File: src/rtl/reg_bus_arb.sv
// Two-master round-robin arbiter that sequences accesses to the reg_top port as SETUP -> ACCESS -> RESP.
// Optional lock-based re-grant is enabled with `define REG_ARB_LOCK_EN.
module reg_bus_arb #(
    parameter int AW     = 7,
    parameter int DW     = 8,
    parameter int RD_LAT = 1
) (
    input  logic          clk_i,
    input  logic          rst_n_i,
    input  logic          m0_req_i,
    input  logic          m0_wr_i,
    input  logic [AW-1:0] m0_address_i,
    input  logic [DW-1:0] m0_write_data_i,
    output logic          m0_ack_o,
    output logic [DW-1:0] m0_read_data_o,
`ifdef REG_ARB_LOCK_EN
    input  logic          m0_lock_i,
    input  logic          m1_lock_i,
`endif
    input  logic          m1_req_i,
    input  logic          m1_wr_i,
    input  logic [AW-1:0] m1_address_i,
    input  logic [DW-1:0] m1_write_data_i,
    output logic          m1_ack_o,
    output logic [DW-1:0] m1_read_data_o,
    output logic [1:0]    grant_o,
    output logic          busy_o,
    output logic          wr_o,
    output logic [AW-1:0] address_o,
    output logic          write_valid_o,
    output logic [DW-1:0] write_data_o,
    input  logic [DW-1:0] read_data_i
);

    typedef enum logic [1:0] {IDLE, SETUP, ACCESS, RESP} state_t;

    localparam logic [1:0] RD_CNT = RD_LAT[1:0];

    state_t     state;
    logic       last_grant;   // 1 = master 1 was granted last
    logic       owner;
    logic [1:0] cnt;
    logic       pick;
`ifdef REG_ARB_LOCK_EN
    logic       lock_hold;
`endif

    always_comb begin
        if (m0_req_i && m1_req_i) pick = ~last_grant;
        else                      pick = m1_req_i;
`ifdef REG_ARB_LOCK_EN
        if (lock_hold && (owner ? m1_req_i : m0_req_i)) pick = owner;
`endif
    end

    always_ff @(posedge clk_i or negedge rst_n_i) begin
        if (!rst_n_i) begin
            state          <= IDLE;
            last_grant     <= 1'b1;
            owner          <= 1'b0;
            cnt            <= '0;
            m0_ack_o       <= 1'b0;
            m1_ack_o       <= 1'b0;
            m0_read_data_o <= '0;
            m1_read_data_o <= '0;
            grant_o        <= '0;
            busy_o         <= 1'b0;
            wr_o           <= 1'b0;
            address_o      <= '0;
            write_valid_o  <= 1'b0;
            write_data_o   <= '0;
`ifdef REG_ARB_LOCK_EN
            lock_hold      <= 1'b0;
`endif
        end else begin
            write_valid_o <= 1'b0;
            m0_ack_o      <= 1'b0;
            m1_ack_o      <= 1'b0;
            case (state)
                IDLE: begin
`ifdef REG_ARB_LOCK_EN
                    lock_hold <= 1'b0;
`endif
                    if (m0_req_i || m1_req_i) begin
                        owner        <= pick;
                        last_grant   <= pick;
                        grant_o      <= pick ? 2'b10 : 2'b01;
                        wr_o         <= pick ? m1_wr_i : m0_wr_i;
                        address_o    <= pick ? m1_address_i : m0_address_i;
                        write_data_o <= pick ? m1_write_data_i : m0_write_data_i;
                        busy_o       <= 1'b1;
                        state        <= SETUP;
                    end
                end
                SETUP: begin
                    cnt           <= RD_CNT;
                    write_valid_o <= wr_o;
                    state         <= ACCESS;
                end
                ACCESS: begin
                    // Reads stay here RD_LAT+1 cycles; read data is captured on the last one.
                    if (wr_o || cnt == 2'd0) begin
                        state <= RESP;
                        if (owner) m1_ack_o <= 1'b1;
                        else       m0_ack_o <= 1'b1;
                        if (!wr_o) begin
                            if (owner) m1_read_data_o <= read_data_i;
                            else       m0_read_data_o <= read_data_i;
                        end
                    end else begin
                        cnt <= cnt - 2'd1;
                    end
                end
                RESP: begin
                    grant_o <= '0;
                    busy_o  <= 1'b0;
                    state   <= IDLE;
`ifdef REG_ARB_LOCK_EN
                    lock_hold <= owner ? (m1_lock_i && m1_req_i) : (m0_lock_i && m0_req_i);
`endif
                end
                default: state <= IDLE;
            endcase
        end
    end

endmodule
File: config.mk
export PLATFORM = sky130hd
export DESIGN_NAME = reg_bus_arb
export DESIGN_NICKNAME = d
export VERILOG_FILES = /design/src/rtl/reg_bus_arb.sv
export SDC_FILE = /design/constraint.sdc
export NUM_CORES = 1
export LEC_CHECK = 0
export BUFFER_PORTS_ARGS = -buffer_cell sky130_fd_sc_hd__buf_2
export CORE_MARGIN = 3
export CORE_UTILIZATION = 48
export DETAILED_ROUTE_END_ITERATION = 16
export HOLD_SLACK_MARGIN = 0.1
export PLACE_DENSITY = 0.79
export RECOVER_POWER = 50
export SKIP_CTS_REPAIR_TIMING = 1
export SLEW_MARGIN = 30
export SYNTH_ARGS = -nofsm -noshare
export SYNTH_HDL_FRONTEND = slang
export SYNTH_SLANG_ARGS = --single-unit
File: constraint.sdc
create_clock -name clk_i -period 3.21 [get_ports clk_i]
set_input_delay 0.321 -clock clk_i [delete_from_list [all_inputs] [get_ports clk_i]]
set_output_delay 0.321 -clock clk_i [all_outputs]
set_load 0.02 [all_outputs]
-- Word level (Yosys, flattened, before mapping)
Cells that the tools add are included.
- reductions and logical operators: 13
- mux-type cells: 21
- equal/unequal tests: 6
- add/sub/neg operators: 1
- bitwise logic cells: 3
- operator list (operator ; number):
    $mux 1 ; 10
    $mux 2 ; 5
    $mux 8 ; 1
    $pmux 2 s2 ; 2
    $pmux 2 s4 ; 1
    $reduce_and 2->1 ; 4
    $reduce_and 4->1 ; 2
    $mux 7 ; 1
    $ne 2x2->1 const B ; 3
    $eq 2x2->1 const B ; 2
    $logic_not 2->1 ; 2
    $reduce_bool 2->1 ; 2
    $not 1->1 ; 3
    $eq 2x1->1 const B ; 1
    $logic_or 1x1->1 ; 2
    $pmux 1 s2 ; 1
    $sub 2x1->2 const B ; 1
    $logic_and 1x1->1 ; 1
- register bits: 44
- input bits: 44
- output and inout port bits: 38

-- Longest topological paths before layout
Gate-level depths: netlist (run 1).
- depth after elaboration: 5
- mapped depth: 7
- depth with buffers taken out: 5

-- Worst setup path after synthesis (run 1)
OpenSTA, ideal clock, no wires.
- path type: register -> register
- start point: register state[0]
- end point: register state[1]
- data arrival time: 1.432 ns
- stages on the path, launching flop included: 7
- period minus slack after synthesis: 1.556 ns
- setup slack: 1.654 ns
- cells stage by stage: dfrtp_1 > inv_1 > ha_1 > buf_4 > nor3b_4 > a21oi_1 > mux2_2
- cells in the longest elaborated chain, start to end: 3
- elaborated cells on any way between the ends: 8
- classes of those cells: eq/ne (5); mux (1); reduce/logical (2)
- RTL lines (item ; RTL line ; text):
    start: declaration ; 39 ; state_t state;
    start signal: assignment ; 58 ; state <= IDLE;
    start signal: assignment ; 92 ; state <= SETUP;
    start signal: assignment ; 98 ; state <= ACCESS;
    $eq 2x2->1 or $logic_not 2->1 (tied branches) ; 79 ; case (state)
    $ne 2x2->1 (no source line) ; n/a ;
    $reduce_and 2->1 (no source line) ; n/a ;
Parallel ways exist; a longest one is shown, timed or not.
A chain may end at the register's enable or synchronous reset.

-- Final worst setup path (run 1)
- start point: register state[0]
- end point: register m0_read_data_o[3]
- cells in the longest elaborated chain, start to end: 2
- RTL lines (item ; RTL line ; text):
    $eq 2x2->1 ; 79 ;
    $reduce_and 4->1 (no source line) ; n/a ;
    end signal: assignment ; 108 ; else m0_read_data_o <= read_data_i;
    end: declaration ; 15 ; output logic [DW-1:0] m0_read_data_o,
No other way between the ends.

==> out/qor.yml, run 1 <==
status: "finished clean"
wirelength_mm: 4.55
synth_edf_count: 0
start_kind: "register"
fin_setup_tns_ns: 0
cts_buffers: 5
yosys_most_used_dff: "dfrtp_1"
portBuffers: 81
rsz0062_at_grt: "false"
fin_area_um2: 2630
area_growth_syn_to_layout_pct: 24.9
grt.overflow.total: 0
worstReg2RegEnd: "m0_read_data_o[3]"
antenna_found_initial: 0
cts_root_buf: "clkbuf_8"
syn-instance-count: 180
yosys.area.top_type_share: 0.510
clock_path_buffers: 2
num_antenna_cells: 0
grt_use_total: 0.189
fp.dieW_um: 72.3
dp.cells: 303
hp-class: "input pin to register"
drv_cap: 0
fin_nets: 311
first_global_vias: 1675
drive_above_1_share: 0.431
h-tree-depth: 2
avgRoutedWirePerCell_um: 14.6
post-route-period-util: 0.613
clkLatencyLatePin_ns: 0.30
finalClockSkew_ns: 0.00931
power.leakage_nw: 1.25
reg2regPathDepth: 4
dr.pass1.iters: 4
synth_seq_cells: 44
clkSlewWorstSetupHoldPaths_ns: 0.09
slew_viol_final: 0
instances_no_fill: 312
ant_nets: 0
hold_viol_final: 0
whs_path_depth: 3
via_count: 1619
die_h_um: 72.3
core_region_area_um2: 4120
power_density_nw_per_um2: 1010
pre_cts_slack_ns: 0.955
ys_seq_area_frac: 0.523
grt_max_degree: 25
fin_ws_ns: 1.24
worstPathRequired_ns: 3.40
dp_hpwl_mm: 3.32
syn_area_um2: 2110
synthTopCellsByArea: "dfrtp_1, mux2_2, a21oi_2"
slew_headroom: 0.157
r2r_setup_slack_ns: 1.24
route.detailed.drc: 0
yosys.area.top_type: "dfrtp_1"
worstMarginPinSlew_ns: 1.26
rr_startpoint: "state[0]"
rows: 23
max_freq_ghz: 0.508
worstSetupEndpoint: "m0_read_data_o[3]"
synthArstFlopShare: 1.00
grt_pass1_wl_mm: 7.62
gp_congestion: 0.738
drt-initial-drc-count: 92
whs_ns: 0.241
synth_area_per_cell_um2: 11.7
critPathLaunch: "state[0]"
fin_crit_ns: 1.97
cts_tree: "done"
vias_per_cell: 5.19
place_area_um2: 2520
io_pins: 82
synth_cell_types: 35
clkSinkCount: 44
end_kind: "register"
peakVddDrop_mv: 0.609
setup.worst_path.class: "register to register"
die-area_um2: 5230
yosysWarnings: 0
worstPathArrival_ns: 2.15
initial_core_util: 0.513
syn_nets: 230
setup_viol: 0
path_max_fanout: 11
==> worst min-delay path by stage <==
stage                            start                end  slack, ns
floorplan                      rst_n_i       address_o[0]       0.03
global placement     m0_read_data_o[4]  m0_read_data_o[4]       0.47
detailed placement             rst_n_i           m1_ack_o       0.32
CTS                            rst_n_i             cnt[1]     -0.005
global route           m0_address_i[5]       address_o[5]       0.24
finish              m0_write_data_i[5]    write_data_o[5]       0.24
==> cells in the mapped netlist (2+ instances only) <==
library cell,number
nand2b_1,2
nor2b_1,2
ha_1,6
buf_4,6
inv_1,5
nand2_1,18
mux2_2,16
nor2_1,17
a21oi_2,18
dfrtp_1,43
a21oi_1,17
buf_6,2
mux2i_1,2
a31oi_1,2
o21ai_0,4
==> area by class of cell <==
| class | count | area (um2) |
|---|---|---|
| well taps | 50 | 62.6 |
| multi-input cells | 122 | 916 |
| repair buffers | 83 | 419 |
| clock buffers | 5 | 68.8 |
| fillers | 342 | 1480 |
| clock inverters | 3 | 46.3 |
| inverters | 5 | 18.8 |
| flip-flops and latches | 44 | 1100 |
==> critical path, cell delays in order (launching register included) <==
cell,delay (ns)
dfrtp_1,0.42
inv_1,0.12
ha_1,0.37
nor4bb_4,0.55
mux2_2,0.40
==> routing by layer <==
metal	global-route usage	up-vias	part of all wire
met5	0	-	0
met4	0.0689	0	0.014
met3	0.0457	7	0.083
met2	0.322	68	0.48
met1	0.234	757	0.42
li1	-	787	-
==> stage by stage <==
| stage | total power, mW | util |
|---|---|---|
| 6_report | 2.66 | 0.640 |
| 5_1_grt | 2.85 | 0.640 |
| 4_1_cts | 2.70 | 0.641 |
| 3_5_place_dp | 2.26 | 0.613 |
| 3_3_place_gp | 2.21 | 0.607 |
| 2_1_floorplan | 1.88 | - |
==> cells by family after synthesis <==
group | after synthesis | share of synthesized area
flip-flops | 44 | 0.523
multiplexers | 19 | 0.100
AO/OA/AOI/OAI | 51 | 0.183
AND/OR/NAND/NOR | 46 | 0.108
adder cells (fa/ha/maj) | 6 | 0.0356
buffers and inverters | 14 | 0.0504
==> placed cells by master, fill, tap and decap left out, drive strengths merged, types with 2 or more instances in the layout <==
master / count
nor3b: 2
dfrtp: 43
mux2: 17
nand2: 18
o21ai: 5
inv: 6
clkbuf: 24
nor2: 17
ha: 6
buf: 63
nor2b: 2
a31oi: 2
a21oi: 35
mux2i: 2
nand2b: 2
==> state kept, by name, summed over array words and instances, names as in the netlist, 2 cells and up <==
register        flops
state               2
grant_o             2
write_data_o        8
m1_read_data_o      8
address_o           7
cnt                 2
m0_read_data_o      8
==> report_power, final <==
part	total, mW	switching (mW)	internal (mW)
clock	0.431	0.197	0.234
sequential	0.986	0.166	0.820
combinational	1.24	0.758	0.480
total	2.66	1.12	1.54
(Power assumes the default switching activity.)
==> run 2, diff against run 1 <==
==> constraint.sdc (replaced) <==
create_clock -name clk_i -period 1.96 [get_ports clk_i]
set_input_delay 0.196 -clock clk_i [delete_from_list [all_inputs] [get_ports clk_i]]
set_output_delay 0.196 -clock clk_i [all_outputs]
set_load 0.02 [all_outputs]
==> run 2 against run 1 <==
Clock skew shrank 0.0063 ns; critical path depth is 1 higher; register-to-register slack got worse by 1.0 ns; non-clock buffer count rose by 3; power increased by 59%; via count grew 1.9%; cell count increased by 0.96%; wire length is 5.9% lower; worst hold slack got worse by 0.11 ns; critical path type unchanged; largest cell class unchanged.
==> out/qor.yml, run 2 (synthesis gave the netlist of run 1 again) <==
status: "finished clean"
avgRoutedWirePerCell_um: 13.6
fin_nets: 314
crit_chain: "inv_1 > ha_1 > nor4bb_2 > buf_4 > mux2_2"
fill_cells: 349
path_max_fanout: 8
vias_per_cell: 5.23
portBuffers: 81
finish.utilization: 0.634
most-common-layout-cells: "buf_2, dfrtp_1, nand2_1, a21oi_2, clkbuf_1"
rsz0062_at_grt: "false"
ant_nets: 0
top_regs: "m0_read_data_o x8, m1_read_data_o x8, write_data_o x8"
grt.overflow.total: 0
dr.pass1.iters: 4
h-tree-depth: 2
die-area_um2: 5230
max_freq_ghz: 0.574
worstPathRequired_ns: 2.14
first_global_vias: 1547
post-route-period-util: 0.889
setup_viol: 0
drive_above_1_share: 0.442
slew_viol_final: 0
hold_viol_final: 0
finalClockSkew_ns: 0.00303
route.detailed.drc: 0
fin_crit_ns: 1.74
antenna_found_initial: 0
drv_cap: 0
cts_buffers: 5
power_density_nw_per_um2: 1610
start_kind: "register"
rows: 23
grt_max_degree: 45
peakVddDrop_mv: 0.770
max_stage_delay_ns: 0.42
core_region_area_um2: 4120
grt_use_total: 0.167
num_antenna_cells: 0
initial_core_util: 0.513
clkSinkCount: 44
die_h_um: 72.3
total_power_mw: 4.21
cts_tree: "done"
whs_ns: 0.134
crit_slowest_cell: "dfrtp_1"
gp_congestion: 0.718
final_common_cell: "buf_2"
setup.worst_path.class: "register to register"
end_kind: "register"
io_pins: 82
drt-initial-drc-count: 76
clkSlewWorstSetupHoldPaths_ns: 0.08
fp.dieW_um: 72.3
worstPathArrival_ns: 1.92
via_count: 1649
clkLatencyLatePin_ns: 0.29
clock_path_buffers: 2
grt_pass1_wl_mm: 6.85
hp-class: "input pin to register"
slew_headroom: 0.290
wirelength_mm: 4.28
power.leakage_nw: 1.24
cts_root_buf: "clkbuf_8"
dp_hpwl_mm: 3.17
area_growth_syn_to_layout_pct: 23.7
fin_setup_tns_ns: 0
worstMarginPinSlew_ns: 1.07
run 2: path summary, 6_finish.rpt:
kind,startpoint,endpoint,slack (ns),cells after the start
setup / recovery,state[0],m0_read_data_o[2],0.22,5
hold / removal,m0_write_data_i[5],write_data_o[5],0.13,3
setup reg to reg,state[0],m0_read_data_o[2],0.22,5
hold reg to reg,m0_read_data_o[4],m0_read_data_o[4],0.49,1
max in group asynchronous,rst_n_i,address_o[3],0.60,3
min in group asynchronous,rst_n_i,m1_ack_o,0.71,3
run 2: worst max-delay path: cells and delay by family (launching register included):
| kind | cells | cell delay (ns) |
|---|---|---|
| adders and majority gates | 1 | 0.30 |
| buffers and inverters | 2 | 0.33 |
| DFF | 1 | 0.42 |
| muxes | 1 | 0.34 |
| and+or+nand+nor | 1 | 0.24 |
run 2: layout make-up:
class | count | area, um2 | share of cell area
clock buffer | 6 | 82.6 | 0.0317
clock inverter | 2 | 15.0 | 0.00576
inverter | 5 | 18.8 | 0.00719
multi-input combinational | 122 | 907 | 0.348
sequential | 44 | 1100 | 0.423
tap | 50 | 62.6 | 0.0240
timing repair buffer | 86 | 420 | 0.161
run 2: metal layers:
metal	vias to the layer above	routed length, um	GRT usage
li1	794	-	-
met4	0	43	0.0501
met3	5	389	0.0485
met2	66	1930	0.275
met1	784	1910	0.214
met5	-	0	0
run 2: power by group:
group / internal, mW / total (mW) / switching, mW
clock: 0.285 / 0.591 / 0.305
sequential: 1.34 / 1.60 / 0.254
combinational: 0.789 / 2.02 / 1.23
run 2: per-stage QoR:
stage	cells	setup slack (ns)	instance area (um2)
after floorplan	180	0.404	2110
after global placement	306	0.280	2530
after detailed placement	306	0.225	2530
after CTS	314	0.216	2620
after global routing	315	0.0659	2610
final	315	0.218	2610
==> run 3, diff against run 2 <==
==> constraint.sdc (replaced) <==
create_clock -name clk_i -period 2.15 [get_ports clk_i]
set_input_delay 0.215 -clock clk_i [delete_from_list [all_inputs] [get_ports clk_i]]
set_output_delay 0.215 -clock clk_i [all_outputs]
set_load 0.02 [all_outputs]
==> run 3 against run 2 <==
Clock power up 11%; worst setup slack improved by 0.095 ns; sequential cell count stayed put; largest cell class unchanged; first-iteration DRC count increased by 33%; largest power group unchanged.
==> out/qor.yml, run 3 (synthesis gave the netlist of run 1 again) <==
final_common_cell: "buf_2"
grt.overflow.total: 0
critPathLaunch: "state[0]"
num_antenna_cells: 0
antenna_found_initial: 0
path_max_fanout: 11
gp_congestion: 0.728
peakVddDrop_mv: 0.644
setup_viol: 0
worstSetupEndpoint: "m0_read_data_o[1]"
grt_use_total: 0.170
dp_hpwl_mm: 3.14
fin_setup_tns_ns: 0
drt-initial-drc-count: 101
grt_max_degree: 45
fin_crit_ns: 1.84
fin_nets: 312
start_kind: "register"
whs_ns: 0.151
end_kind: "register"
max_stage_delay_ns: 0.42
worstPathArrival_ns: 2.02
clkLatencyLatePin_ns: 0.29
top_regs: "m0_read_data_o x8, m1_read_data_o x8, write_data_o x8"
finalClockSkew_ns: 0.00572
p_seq_frac: 0.373
wirelength_mm: 4.32
drv_cap: 0
route.detailed.drc: 0
slew_viol_final: 0
worstMarginPinSlew_ns: 1.06
clkSinkCount: 44
power.leakage_nw: 1.25
rr_startpoint: "state[0]"
slew_headroom: 0.293
worstReg2RegEnd: "m0_read_data_o[1]"
rows: 23
crit_slowest_cell: "dfrtp_1"
h-tree-depth: 2
rsz0062_at_grt: "false"
core_region_area_um2: 4120
area_growth_syn_to_layout_pct: 24.1
worstPathRequired_ns: 2.33
power_density_nw_per_um2: 1500
post-route-period-util: 0.854
most-common-layout-cells: "buf_2, dfrtp_1, nand2_1, a21oi_2, clkbuf_1"
clock_path_buffers: 2
ant_nets: 0
status: "finished clean"
die_h_um: 72.3
cts_tree: "done"
fp.dieW_um: 72.3
switching_power_mw: 1.62
hold_viol_final: 0
first_global_vias: 1564
die-area_um2: 5230
crit_chain: "inv_1 > ha_1 > nor4bb_2 > buf_4 > mux2_2"
avgRoutedWirePerCell_um: 13.8
intPower_mw: 2.31
fill_cells: 350
p_clk_frac: 0.167
vias_per_cell: 5.04
clkSlewWorstSetupHoldPaths_ns: 0.08
hp-class: "input pin to register"
io_pins: 82
p_comb_frac: 0.461
cts_root_buf: "clkbuf_8"
grt_pass1_wl_mm: 7.01
setup.worst_path.class: "register to register"
reg2regPathDepth: 5
via_count: 1578
initial_core_util: 0.513
cts_buffers: 5
switching_share: 0.413
dr.pass1.iters: 5
max_freq_ghz: 0.544
r2r_setup_slack_ns: 0.31
drive_above_1_share: 0.437
portBuffers: 81
==> run 3: changes by cell type in the layout (fill, tap and decap cells not counted), sizes merged <==
cell / before / now
buf: 66 / 64
bufinv: 0 / 1
clkinv: 0 / 1
clkinvlp: 2 / 0
==> run 3: metal layers <==
metal | GRT usage | part of all wire | wire length, um
met1 | 0.224 | 0.46 | 1970
met2 | 0.281 | 0.46 | 1980
met5 | 0 | 0 | 0
met3 | 0.0429 | 0.080 | 345
met4 | 0.0376 | 0.0042 | 18
==> run 3: worst min path at each step <==
stage | startpoint | endpoint | slack, ns | depth (start not counted)
5_1_grt | m0_write_data_i[4] | write_data_o[4] | 0.15 | 3
3_3_place_gp | rst_n_i | write_valid_o | 0.33 | 2
2_1_floorplan | rst_n_i | address_o[0] | -0.08 | 0
6_report | m0_write_data_i[1] | write_data_o[1] | 0.15 | 3
3_5_place_dp | rst_n_i | m1_ack_o | 0.33 | 2
4_1_cts | rst_n_i | m1_ack_o | 0.01 | 2
==> run 3: power by group through the flow <==
stage               registers (mW)  logic [mW]  clock network [mW]
finish                        1.46        1.81               0.655
global route                  1.51        1.99               0.710
CTS                           1.46        1.89               0.675
detailed placement            1.47        1.89                   0
global placement              1.46        1.84                   0
floorplan                     1.87       0.943                   0
==> run 3: metrics by stage <==
stage	setup WS, ns	cells	cell area [um2]	utilization	power [mW]
after floorplan	0.594	180	2110	-	2.81
after global placement	0.383	304	2510	0.610	3.30
after detailed placement	0.301	304	2510	0.610	3.36
after CTS	0.300	312	2630	0.640	4.02
after global routing	0.188	313	2620	0.636	4.21
final	0.313	313	2620	0.636	3.93
==> run 3: critical path: cells and delay by family, from the launching register on <==
kind                       cells  cell delay (ns)
adders and majority gates      1             0.37
buffers and inverters          2             0.33
DFF                            1             0.42
muxes                          1             0.34
and+or+nand+nor                1             0.26
==> run 3: cell type report <==
type                       count  area (um2)  area share
clock buffer                   6        82.6      0.0315
inverter                       5        18.8     0.00717
tap                           50        62.6      0.0239
sequential                    44        1100       0.421
timing repair buffer          84         405       0.155
multi-input combinational    122         907       0.347
clock inverter                 2        38.8      0.0148
